$ cat config.mk
export PLATFORM = sky130hd
export DESIGN_NAME = npu_mac_engine
export DESIGN_NICKNAME = d
export VERILOG_FILES = /design/src/rtl/npu_pkg.sv /design/src/rtl/npu_mac4.sv /design/src/rtl/npu_mac_engine.sv
export SDC_FILE = /design/constraint.sdc
export NUM_CORES = 1
export LEC_CHECK = 0
export BUFFER_PORTS_ARGS = -buffer_cell sky130_fd_sc_hd__buf_2
export CORE_ASPECT_RATIO = 0.9
export CORE_MARGIN = 5
export CORE_UTILIZATION = 30
export DETAILED_ROUTE_END_ITERATION = 8
export GPL_ROUTABILITY_DRIVEN = 0
export PLACE_DENSITY = 0.49
export SETUP_SLACK_MARGIN = 0.15
export SYNTH_ARGS = -nofsm -noshare
export SYNTH_HDL_FRONTEND = slang
export SYNTH_SLANG_ARGS = --single-unit
$ cat constraint.sdc
create_clock -name clk -period 17.62 [get_ports clk]
set_clock_uncertainty 0.15 [all_clocks]
set_input_delay 1.762 -clock clk [delete_from_list [all_inputs] [get_ports clk]]
set_output_delay 1.762 -clock clk [all_outputs]
set_load 0.1 [all_outputs]
$ cat src/rtl/npu_pkg.sv
// npu_pkg: shared opcodes and FSM state encoding for the NPU MAC engine
//   OP_DOT       plain int8 dot product plus bias
//   OP_DOT_RELU  dot product plus bias, negative results clamped to zero
//   state_t      engine FSM states
package npu_pkg;
  localparam logic [7:0] OP_DOT      = 8'h01;
  localparam logic [7:0] OP_DOT_RELU = 8'h02;
  typedef enum logic [2:0] {S_IDLE, S_FETCH_IN, S_FETCH_W, S_MAC, S_FINISH} state_t;
endpackage

$ cat src/rtl/npu_mac4.sv
// npu_mac4: combinational 4-lane signed int8 dot product
//   a, b  in   32  packed int8 lanes, byte i of a pairs with byte i of b
//   y     out  18  signed sum of the four 16-bit lane products
module npu_mac4 (
  input  logic [31:0]        a,
  input  logic [31:0]        b,
  output logic signed [17:0] y
);
  logic signed [15:0] p [4];
  for (genvar i = 0; i < 4; i++) begin : g_lane
    assign p[i] = 16'($signed(a[8*i +: 8])) * 16'($signed(b[8*i +: 8]));
  end
  assign y = 18'(p[0]) + 18'(p[1]) + 18'(p[2]) + 18'(p[3]);
endmodule

$ cat src/rtl/npu_mac_engine.sv
// npu_mac_engine: int8 dot-product accelerator behind the accel start/done handshake
//   clk, rst_n        clock and synchronous active-low reset
//   accel_cmd         [31:24] opcode, [23:0] input vector byte address
//   accel_start       command strobe, accepted only when idle and not in the done cycle
//   cfg_weights_addr  weight vector byte address
//   cfg_length        words per vector
//   cfg_bias          initial accumulator value
//   mem_addr, mem_re  read request, held stable until mem_ready
//   mem_data_in       read data, taken when mem_re && mem_ready
//   mem_ready         read acknowledge
//   accel_busy        high from the cycle after accept through the done cycle
//   accel_done        one-cycle completion pulse
//   accel_result      final (optionally ReLU'd) accumulator
//   accel_error       last command carried an unknown opcode
module npu_mac_engine
  import npu_pkg::*;
#(
  parameter int DATA_WIDTH = 32,
  parameter int ADDR_WIDTH = 32,
  parameter int LEN_W      = 16
) (
  input  logic                  clk,
  input  logic                  rst_n,
  input  logic [DATA_WIDTH-1:0] accel_cmd,
  input  logic                  accel_start,
  input  logic [ADDR_WIDTH-1:0] cfg_weights_addr,
  input  logic [LEN_W-1:0]      cfg_length,
  input  logic [DATA_WIDTH-1:0] cfg_bias,
  output logic [ADDR_WIDTH-1:0] mem_addr,
  output logic                  mem_re,
  input  logic [DATA_WIDTH-1:0] mem_data_in,
  input  logic                  mem_ready,
  output logic                  accel_busy,
  output logic                  accel_done,
  output logic [DATA_WIDTH-1:0] accel_result,
  output logic                  accel_error
);
  state_t                state;
  logic [7:0]            op;
  logic [ADDR_WIDTH-1:0] in_addr, w_addr;
  logic [LEN_W-1:0]      len, idx, idx_n;
  logic [DATA_WIDTH-1:0] acc, in_word, w_word;
  logic signed [17:0]    dot;
  logic                  cmd_ok, accept, bad;

  npu_mac4 u_mac4 (.a(in_word), .b(w_word), .y(dot));

  assign idx_n  = idx + 1'b1;
  assign cmd_ok = accel_cmd[31:24] == OP_DOT || accel_cmd[31:24] == OP_DOT_RELU;
  assign accept = accel_start && !accel_done;
  assign bad    = op != OP_DOT && op != OP_DOT_RELU;

  // mem_re/mem_addr are registered and set up on the edge entering each fetch state
  always_ff @(posedge clk) begin
    if (!rst_n) begin
      state        <= S_IDLE;
      op           <= '0;
      in_addr      <= '0;
      w_addr       <= '0;
      len          <= '0;
      idx          <= '0;
      acc          <= '0;
      in_word      <= '0;
      w_word       <= '0;
      mem_addr     <= '0;
      mem_re       <= 1'b0;
      accel_busy   <= 1'b0;
      accel_done   <= 1'b0;
      accel_result <= '0;
      accel_error  <= 1'b0;
    end else begin
      accel_done <= 1'b0;
      case (state)
        S_IDLE: begin
          accel_busy <= accept;
          if (accept) begin
            op           <= accel_cmd[31:24];
            in_addr      <= ADDR_WIDTH'(accel_cmd[23:0]);
            w_addr       <= cfg_weights_addr;
            len          <= cfg_length;
            acc          <= cfg_bias;
            idx          <= '0;
            accel_error  <= 1'b0;
            accel_result <= '0;
            mem_addr     <= ADDR_WIDTH'(accel_cmd[23:0]);
            mem_re       <= cmd_ok && cfg_length != '0;
            state        <= (cmd_ok && cfg_length != '0) ? S_FETCH_IN : S_FINISH;
          end
        end
        S_FETCH_IN: if (mem_ready) begin
          in_word  <= mem_data_in;
          mem_addr <= w_addr + ADDR_WIDTH'({idx, 2'b00});
          state    <= S_FETCH_W;
        end
        S_FETCH_W: if (mem_ready) begin
          w_word <= mem_data_in;
          mem_re <= 1'b0;
          state  <= S_MAC;
        end
        S_MAC: begin
          acc      <= acc + DATA_WIDTH'(dot);
          idx      <= idx_n;
          mem_addr <= in_addr + ADDR_WIDTH'({idx_n, 2'b00});
          mem_re   <= idx_n < len;
          state    <= idx_n < len ? S_FETCH_IN : S_FINISH;
        end
        S_FINISH: begin
          accel_result <= (bad || (op == OP_DOT_RELU && acc[DATA_WIDTH-1])) ? '0 : acc;
          accel_error  <= bad;
          accel_done   <= 1'b1;
          state        <= S_IDLE;
        end
        default: state <= S_IDLE;
      endcase
    end
  end
endmodule

* After elaboration in Yosys (flattened, before gate mapping)
Index checks and enable logic that the tools add are counted.
** Word-level totals
- Flip-flop bits (word level) :: 263
- Bits of input ports :: 148
- Output and inout bits :: 68
- Logic and storage cells :: 82
** Operators by class
- $add $sub $neg :: 7
- Multiply operators :: 4
- Order comparisons :: 1
- Equality and inequality tests :: 12
- Mux-type cells :: 22
- Reductions and logical operators :: 21
** Operators with widths (count)
- two-way mux 32 bit :: 5
- one-hot mux 32 bit (2 select lines) :: 2
- one-hot mux 32 bit (3 select lines) :: 1
- multiplier 8 x 8 -> 16 bit :: 4
- adder 32 x 18 -> 32 bit :: 1
- adder 32 bit :: 1
- one-hot mux 16 bit (2 select lines) :: 1
- adder 24 x 18 -> 25 bit :: 1
- adder 17 x 16 -> 18 bit :: 1
- adder 18 x 16 -> 18 bit :: 1
- adder 16 x 16 -> 17 bit :: 1
- adder 16 x 1 -> 16 bit (second input constant) :: 1
- equality test 8 x 2 -> 1 bit (second input constant) :: 2
- less-than comparator 16 bit :: 1
- two-way mux 16 bit :: 1
- nonzero test 16 bit :: 1
- two-way mux 3 bit :: 5
- one-hot mux 3 bit (4 select lines) :: 1
- AND reduction 2 bit :: 5
- AND reduction 3 bit :: 3
- equality test 8 x 1 -> 1 bit (second input constant) :: 1
- inequality test 8 x 1 -> 1 bit (second input constant) :: 1
- inequality test 8 x 2 -> 1 bit (second input constant) :: 1
- equality test 3 x 2 -> 1 bit (second input constant) :: 2
- 12 further kinds :: 23

* Longest topological paths before layout
Gate-level depths: netlist (run 1).
- Word-level depth :: 6
- Mapped depth :: 36
- Gate-level depth less buffers :: 35

* Hierarchy
Synthesis (run 1) repeated with hierarchy kept, for this count alone.
** Unflattened totals
- Cell total of the unflattened synthesis :: 2944
- Area, all modules :: 25111.6 µm²
** Modules (own cells, without submodules)
- npu_mac_engine :: times used 1, cells an instance 1793, area an instance 14048.5 µm², seq. area each 5265.0 µm²
- npu_mac4 :: times used 1, cells an instance 1151, area an instance 11063.1 µm², seq. area each 0.0 µm²

* Least setup slack after synthesis (run 1)
Ideal clock, no wire load.
- Path type :: register -> register
- Start point :: register in_word[15]
- End point :: register acc[31]
- Library setup time :: 116 ps
- Arrival :: 8827 ps
- Required time :: 17354 ps
- Setup slack :: 8527 ps
- Stages on the path, launching flop included :: 33
- Path buffers :: 1
- Clock period less this slack :: 9093 ps
- Cell sequence :: dfxtp_1 clkbuf_1 and2_1 inv_1 fa_1 fa_1 inv_1 fa_1 fa_1 fa_1 fa_1 fa_1 inv_1 fa_1 inv_1 ha_1 o21a_1 o31a_1 o41ai_4 o21ai_2 nor4_4 o41ai_2 xnor2_2 ha_1 or2_2 a21o_1 nand2_1 o21ba_2 nor4_1 o21ai_0 a31oi_1 xnor3_1 o211a_1
** Between the ends
- Longest elaborated chain between the ends :: 6
** RTL lines
- from (decl) :: line npu_mac_engine.sv:42 : logic [DATA_WIDTH-1:0] acc, in_word, w_word;
- from (signal assigned) :: line npu_mac_engine.sv:91 : in_word <= mem_data_in;
- multiplier 8 x 8 -> 16 bit :: line npu_mac4.sv:11 : assign p[i] = 16'($signed(a[8*i +: 8])) * 16'($signed(b[8*i +: 8]));
- adder 16 x 16 -> 17 bit :: line npu_mac4.sv:13 : assign y = 18'(p[0]) + 18'(p[1]) + 18'(p[2]) + 18'(p[3]);
- adder 17 x 16 -> 18 bit :: line npu_mac4.sv:13
- adder 18 x 16 -> 18 bit :: line npu_mac4.sv:13
- adder 32 bit :: line npu_mac_engine.sv:101 : acc <= acc + DATA_WIDTH'(dot);
- one-hot mux 32 bit (2 select lines) :: line npu_mac_engine.sv:73 : case (state)
- to (signal assigned) :: line npu_mac_engine.sv:81 : acc <= cfg_bias;
- to (signal assigned) :: line npu_mac_engine.sv:101
- to (decl) :: line npu_mac_engine.sv:42
Every way passes these cells.
A chain may end at the register's enable or synchronous reset.

* Final worst setup path (run 1)
- Start point :: register w_word[8]
- End point :: register acc[31]
** Between the ends
- Longest elaborated chain between the ends :: 6
** RTL lines
- from (decl) :: line npu_mac_engine.sv:42
- from (signal assigned) :: line npu_mac_engine.sv:96 : w_word <= mem_data_in;
- multiplier 8 x 8 -> 16 bit :: line npu_mac4.sv:11
- adder 16 x 16 -> 17 bit :: line npu_mac4.sv:13
- adder 17 x 16 -> 18 bit :: line npu_mac4.sv:13
- adder 18 x 16 -> 18 bit :: line npu_mac4.sv:13
- adder 32 bit :: line npu_mac_engine.sv:101
- one-hot mux 32 bit (2 select lines) :: line npu_mac_engine.sv:73
Every way passes these cells.

==> results.toml, run 1 <==
[outcome]
run_status = "completed"

[finish]
final_layout_size_suffix_gt1_share_pct = 10.4
post_layout_nonfiller_instances = 4231
nNetsFinal = 3713
flow.area_growth_from_synthesis_pct = 13.7
final_util_pct = 34.3

[setup_path]
crit_path_end_kind = "register"
criticalPathCategory = "reg -> reg"
timing.critical_path.slowest_stage_cell = "xnor2_2"
r2r_slack_ns = 7.65
path_max_fanout = 15
max_stage_delay_ns = 0.75
critical_path.most_common_cell = "fa_1"
worst_ep_required_time_ns = 17.92
worstPathArrival_ns = 10.27
cp_startpoint_kind = "register"

[floorplanning]
dieHeight_um = 286
num_io_pins = 216
rows = 101
initial_utilization_pct = 30.2
die_width_um = 316
fp.dieArea_um2 = 90400
core_um2 = 84000

[worst_hold_path]
hold_path_class = "reg -> reg"

[clock_network]
postCtsResizedCells = 0
cts.sinks = 263
cts_root_buffer = "clkbuf_16"
htree_levels = 2
cts.path.max_buffers = 3
cts_hold_buffers = 0
cts_made_buffers = 36
post_cts_buffers = 0
clk-insertion-delay-late_ns = 0.57
cts_tree = "done"
clkTransAtPathRegs_ns = 0.06

[sta]
setup_viol = 0
postLayoutSetupSlackWorst_ns = 7.65
fmax_ghz = 0.100
timing.final.hold_violations = 0
layout_worst_path_cycle_share_pct = 56.6
rsz0062_at_grt = "false"
slew_violations = 0
timing.slew.headroom_pct = 30.2
minimum_clock_period_after_layout_ns = 9.97
timing_worst_slew_pin_value_ns = 1.04
setup-tns-final_ns = 0

[yosys]
postSynthNetCount = 3569
synth_seq_area_share_pct = 20.8
synthTopCellsByCount = "nand2_1 (529), inv_1 (402), fa_1 (321)"
synth.ff_latch_count = 263
syn_area_um2 = 25300
postSynth.asyncResetShare_pct = 0
synth_largest_area_cell = "fa_1"
synthDistinctLibCells = 74
synth_top_cell_area_share_pct = 25.4
synthMostInstantiatedCell = "nand2_1"
avgSynthCellArea_um2 = 8.67
dominantRegCellSynth = "dfxtp_1"
yosys_warnings = 0
synth.area.top_cells = "fa_1 (25%), dfxtp_1 (21%), ha_1 (8.7%)"
post_synth_inst_count = 2924
count_of_flip_flops_with_a_built_in_enable_after_synthesis = 0

[global_routing]
grt_first_pass_wirelength_mm = 121
first_global_vias = 20200
initial_antenna_violation_count = 10
grt.overflow.total = 0
gr-usage-all-layers_pct = 17.0
grt_max_degree = 100

[pwr]
cellPowerDensity_nw_per_um2 = 55.9
worst_ir_drop_vdd_mv = 0.0831
fin_total_pwr_mw = 1.61
static-leakage-power_nw = 13.3

[placed_design]
dp_worst_setup_slack_ns = 7.65
placement.io_buffers = 215
dp_hpwl_mm = 59.3
placedCellCount = 4163

[routing]
num_vias = 19600
detail_route.vias_per_cell = 4.63
antenna_left = 0
detailedRoute.firstPassIterationCount = 5
drt-initial-drc-count = 1075
routed_wire_length_per_instance_um = 18.0
drcViolationCount = 0
route.final.wire_length_mm = 76.0

[flow_run]
count_of_max_cap_constraint_violations = 0
[path summary, 6_finish.rpt]
path,from,endpoint,depth (start not counted)
max,w_word[8],acc[31],31
min,mem_addr[31],mem_addr[31],2
max reg2reg,w_word[8],acc[31],31
min reg2reg,mem_addr[31],mem_addr[31],2
[cell families after synthesis]
family                     share of synthesized area (%)
buffers and inverters                               7.83
muxes                                              0.277
AOI/OAI and AO/OA                                   14.7
adders and majority gates                           34.0
xor gates and xnor gates                            3.78
DFF                                                 20.8
and+or+nand+nor                                     18.6
[cell type report]
| type | count | area (µm²) |
|---|---|---|
| multi-input combinational | 2133 | 18100 |
| antenna | 4 | 10.0 |
| timing repair buffer | 231 | 1200 |
| tap | 1133 | 1420 |
| fill | 8899 | 55200 |
| clock buffer | 43 | 947 |
| inverter | 403 | 1510 |
| clock inverter | 21 | 305 |
| sequential | 263 | 5270 |
[critical path: cells and delay by family, from the launching register on]
family / cells / cell delay (ns)
fa+ha+maj: 10 / 4.92
compound gates: 10 / 1.79
simple gates: 5 / 1.27
xor+xnor: 2 / 0.99
flops: 1 / 0.45
buf+inv: 4 / 0.26
[per-stage QoR]
step / hold slack [ns] / instance area, µm²
2_1_floorplan: 0.290 / 25300
3_3_place_gp: 0.287 / 27500
3_5_place_dp: 0.288 / 27500
4_1_cts: 0.296 / 28800
5_1_grt: 0.333 / 28800
6_report: 0.295 / 28800
[layout by cell type, fill, tap and decap left out, types with 6 or more instances in the layout]
cell         n
o21a_1      31
nor3_1      22
buf_2      214
ha_1       176
clkbuf_16   36
or3_1       13
buf_4       16
o211a_1     23
inv_1      402
and3_1      25
a211oi_1    11
xor2_1      37
a21o_1      25
mux2i_1      7
nand2_1    528
nand2b_1    28
o21ai_0     67
o211ai_1    20
o21bai_1     9
a21boi_0   162
nor2b_1     58
xnor2_1     68
dfxtp_1    263
bufinv_16    6
fa_1       321
a211o_1      6
a21oi_1     79
nor2_1      79
nand3_1     55
nor4_1       7
and2_1     150
a22oi_1     38
[registers in the layout (all words and copies together) (netlist names), 3 cells and up]
signal / flops
w_addr: 32
in_addr: 24
in_word: 32
op: 8
len: 16
accel_result: 32
acc: 32
w_word: 32
state: 3
idx: 16
mem_addr: 32
[per-layer routing]
layer	vias up	part of all wire [%]	global-route usage (%)
met5	-	0.063	0
met4	8	1.8	3.35
met3	77	4.2	2.91
met2	278	42	25.6
met1	9549	52	25.7
li1	9661	-	-
[report_power, final]
| part | switching (mW) | internal [mW] | leakage [nW] | total (mW) |
|---|---|---|---|---|
| Clock | 0.311 | 0.477 | 0.599 | 0.788 |
| Combinational | 0.126 | 0.0600 | 10.6 | 0.186 |
| Sequential | 0.0177 | 0.617 | 2.14 | 0.635 |
(Power assumes the default switching activity.)
==> run 2, diff against run 1 <==
==> constraint.sdc (replaced) <==
create_clock -name clk -period 9.4 [get_ports clk]
set_clock_uncertainty 0.15 [all_clocks]
set_input_delay 0.94 -clock clk [delete_from_list [all_inputs] [get_ports clk]]
set_output_delay 0.94 -clock clk [all_outputs]
set_load 0.1 [all_outputs]
==> run 2 against run 1 <==
Net effect:
- clock power is 81% higher
- utilization is 0.43 points higher
- maximum frequency is 12% higher
- routed wire length is 0.87% higher
- critical path type unchanged
- critical endpoint unchanged
- largest power group unchanged
==> results.toml, run 2 (synthesized netlist as in run 1, its figures left out) <==
[pwr]
worst_ir_drop_vdd_mv = 0.114
static-leakage-power_nw = 13.5
cellPowerDensity_nw_per_um2 = 102

[setup_path]
crit_path_end_kind = "register"
criticalPathCategory = "reg -> reg"
max_stage_delay_ns = 0.60
cp_startpoint_kind = "register"
critical_path.most_common_cell = "fa_1"
worstPathArrival_ns = 9.20
timing.critical_path.slowest_stage_cell = "fa_1"
worst_ep_required_time_ns = 9.72
path_max_fanout = 9

[routing]
detail_route.vias_per_cell = 4.63
route.final.wire_length_mm = 76.7
detailedRoute.firstPassIterationCount = 5
antenna_left = 0
drcViolationCount = 0
routed_wire_length_per_instance_um = 18.0
num_vias = 19700
drt-initial-drc-count = 1052

[sta]
timing.slew.headroom_pct = 28.3
setup_viol = 0
slew_violations = 0
fmax_ghz = 0.113
timing_worst_slew_pin_value_ns = 1.08
rsz0062_at_grt = "true"
timing.final.hold_violations = 0
minimum_clock_period_after_layout_ns = 8.88
layout_worst_path_cycle_share_pct = 94.4
setup-tns-final_ns = 0

[flow_run]
count_of_max_cap_constraint_violations = 0

[clock_network]
htree_levels = 2
clkTransAtPathRegs_ns = 0.06
cts.path.max_buffers = 3
cts_hold_buffers = 0
cts_made_buffers = 36
cts.sinks = 263
cts_root_buffer = "clkbuf_16"
clk-insertion-delay-late_ns = 0.58
cts_tree = "done"

[finish]
layout_common_cells = "nand2_1 (527), inv_1 (402), fa_1 (315)"
filler_cell_count = 8876
mostFrequentLayoutCell = "nand2_1"
nNetsFinal = 3744
flow.area_growth_from_synthesis_pct = 15.1
final_layout_size_suffix_gt1_share_pct = 13.2
final_util_pct = 34.7

[floorplanning]
core_um2 = 84000
num_io_pins = 216
dieHeight_um = 286
initial_utilization_pct = 30.2
rows = 101
die_width_um = 316
fp.dieArea_um2 = 90400

[global_routing]
gr-usage-all-layers_pct = 17.1
first_global_vias = 20400
grt_first_pass_wirelength_mm = 122
grt_max_degree = 149
initial_antenna_violation_count = 10
grt.overflow.total = 0

[outcome]
run_status = "completed"

[placed_design]
dp_hpwl_mm = 60.2
placement.io_buffers = 215

[worst_hold_path]
hold_path_class = "reg -> reg"
[run 2: final timing paths]
| path | startpoint | to | slack [ns] | depth (start not counted) |
|---|---|---|---|---|
| worst max-delay path | in_word[1] | acc[31] | 0.52 | 32 |
| worst max register to register | in_word[1] | acc[31] | 0.52 | 32 |
| worst min register to register | mem_addr[26] | mem_addr[26] | 0.30 | 2 |
| worst min-delay path | mem_addr[26] | mem_addr[26] | 0.30 | 2 |
[run 2: what timing repair did]
action	4_1_cts	5_1_grt
gates resized for setup	8	59
endpoints found under the setup margin	6	10
setup buffers	0	3
pin swaps	1	12
[run 2: metal layers]
metal  vias to the layer above  wire, µm  share of wire (%)  global-route usage (%)
li1                       9756         -                  -                       -
met1                      9643     38900                 51                    25.7
met2                       276     33400                 44                    26.2
met3                        57      3130                4.1                    2.78
met4                         8      1160                1.5                    2.93
met5                         -        50              0.065                       0
[run 2: area by class of cell]
cell class	count	area (µm²)	area share, %
multi-input combinational	2133	18200	62.5
sequential	263	5320	18.2
inverter	403	1510	5.19
timing repair buffer	262	1440	4.93
tap	1133	1420	4.86
clock buffer	46	978	3.35
clock inverter	18	253	0.867
antenna	4	10.0	0.0343
[run 2: metrics by stage]
step	hold slack, ns	cell area, µm²	setup slack (ns)	std cells	power, mW
finish	0.297	29200	0.523	4262	2.97
global route	0.316	29200	0.0961	4259	3.10
CTS	0.301	29000	0.176	4255	3.02
detailed placement	0.292	27800	0.000123	4191	1.57
global placement	0.290	27800	-0.0535	4191	1.57
floorplan	0.290	25300	0.307	2924	1.44
[run 2: worst max-delay path, delay by kind of cell, from the launching register on]
kind	cells	cell delay, ns
DFF	1	0.37
adders and majority gates	10	4.76
xor gates and xnor gates	2	0.38
buffers and inverters	5	0.41
and+or+nand+nor	4	0.84
AOI/OAI and AO/OA	11	1.88
[run 2: power by group]
group | internal, mW | switching, mW
Combinational | 0.113 | 0.235
Clock | 0.834 | 0.593
Sequential | 1.16 | 0.0343
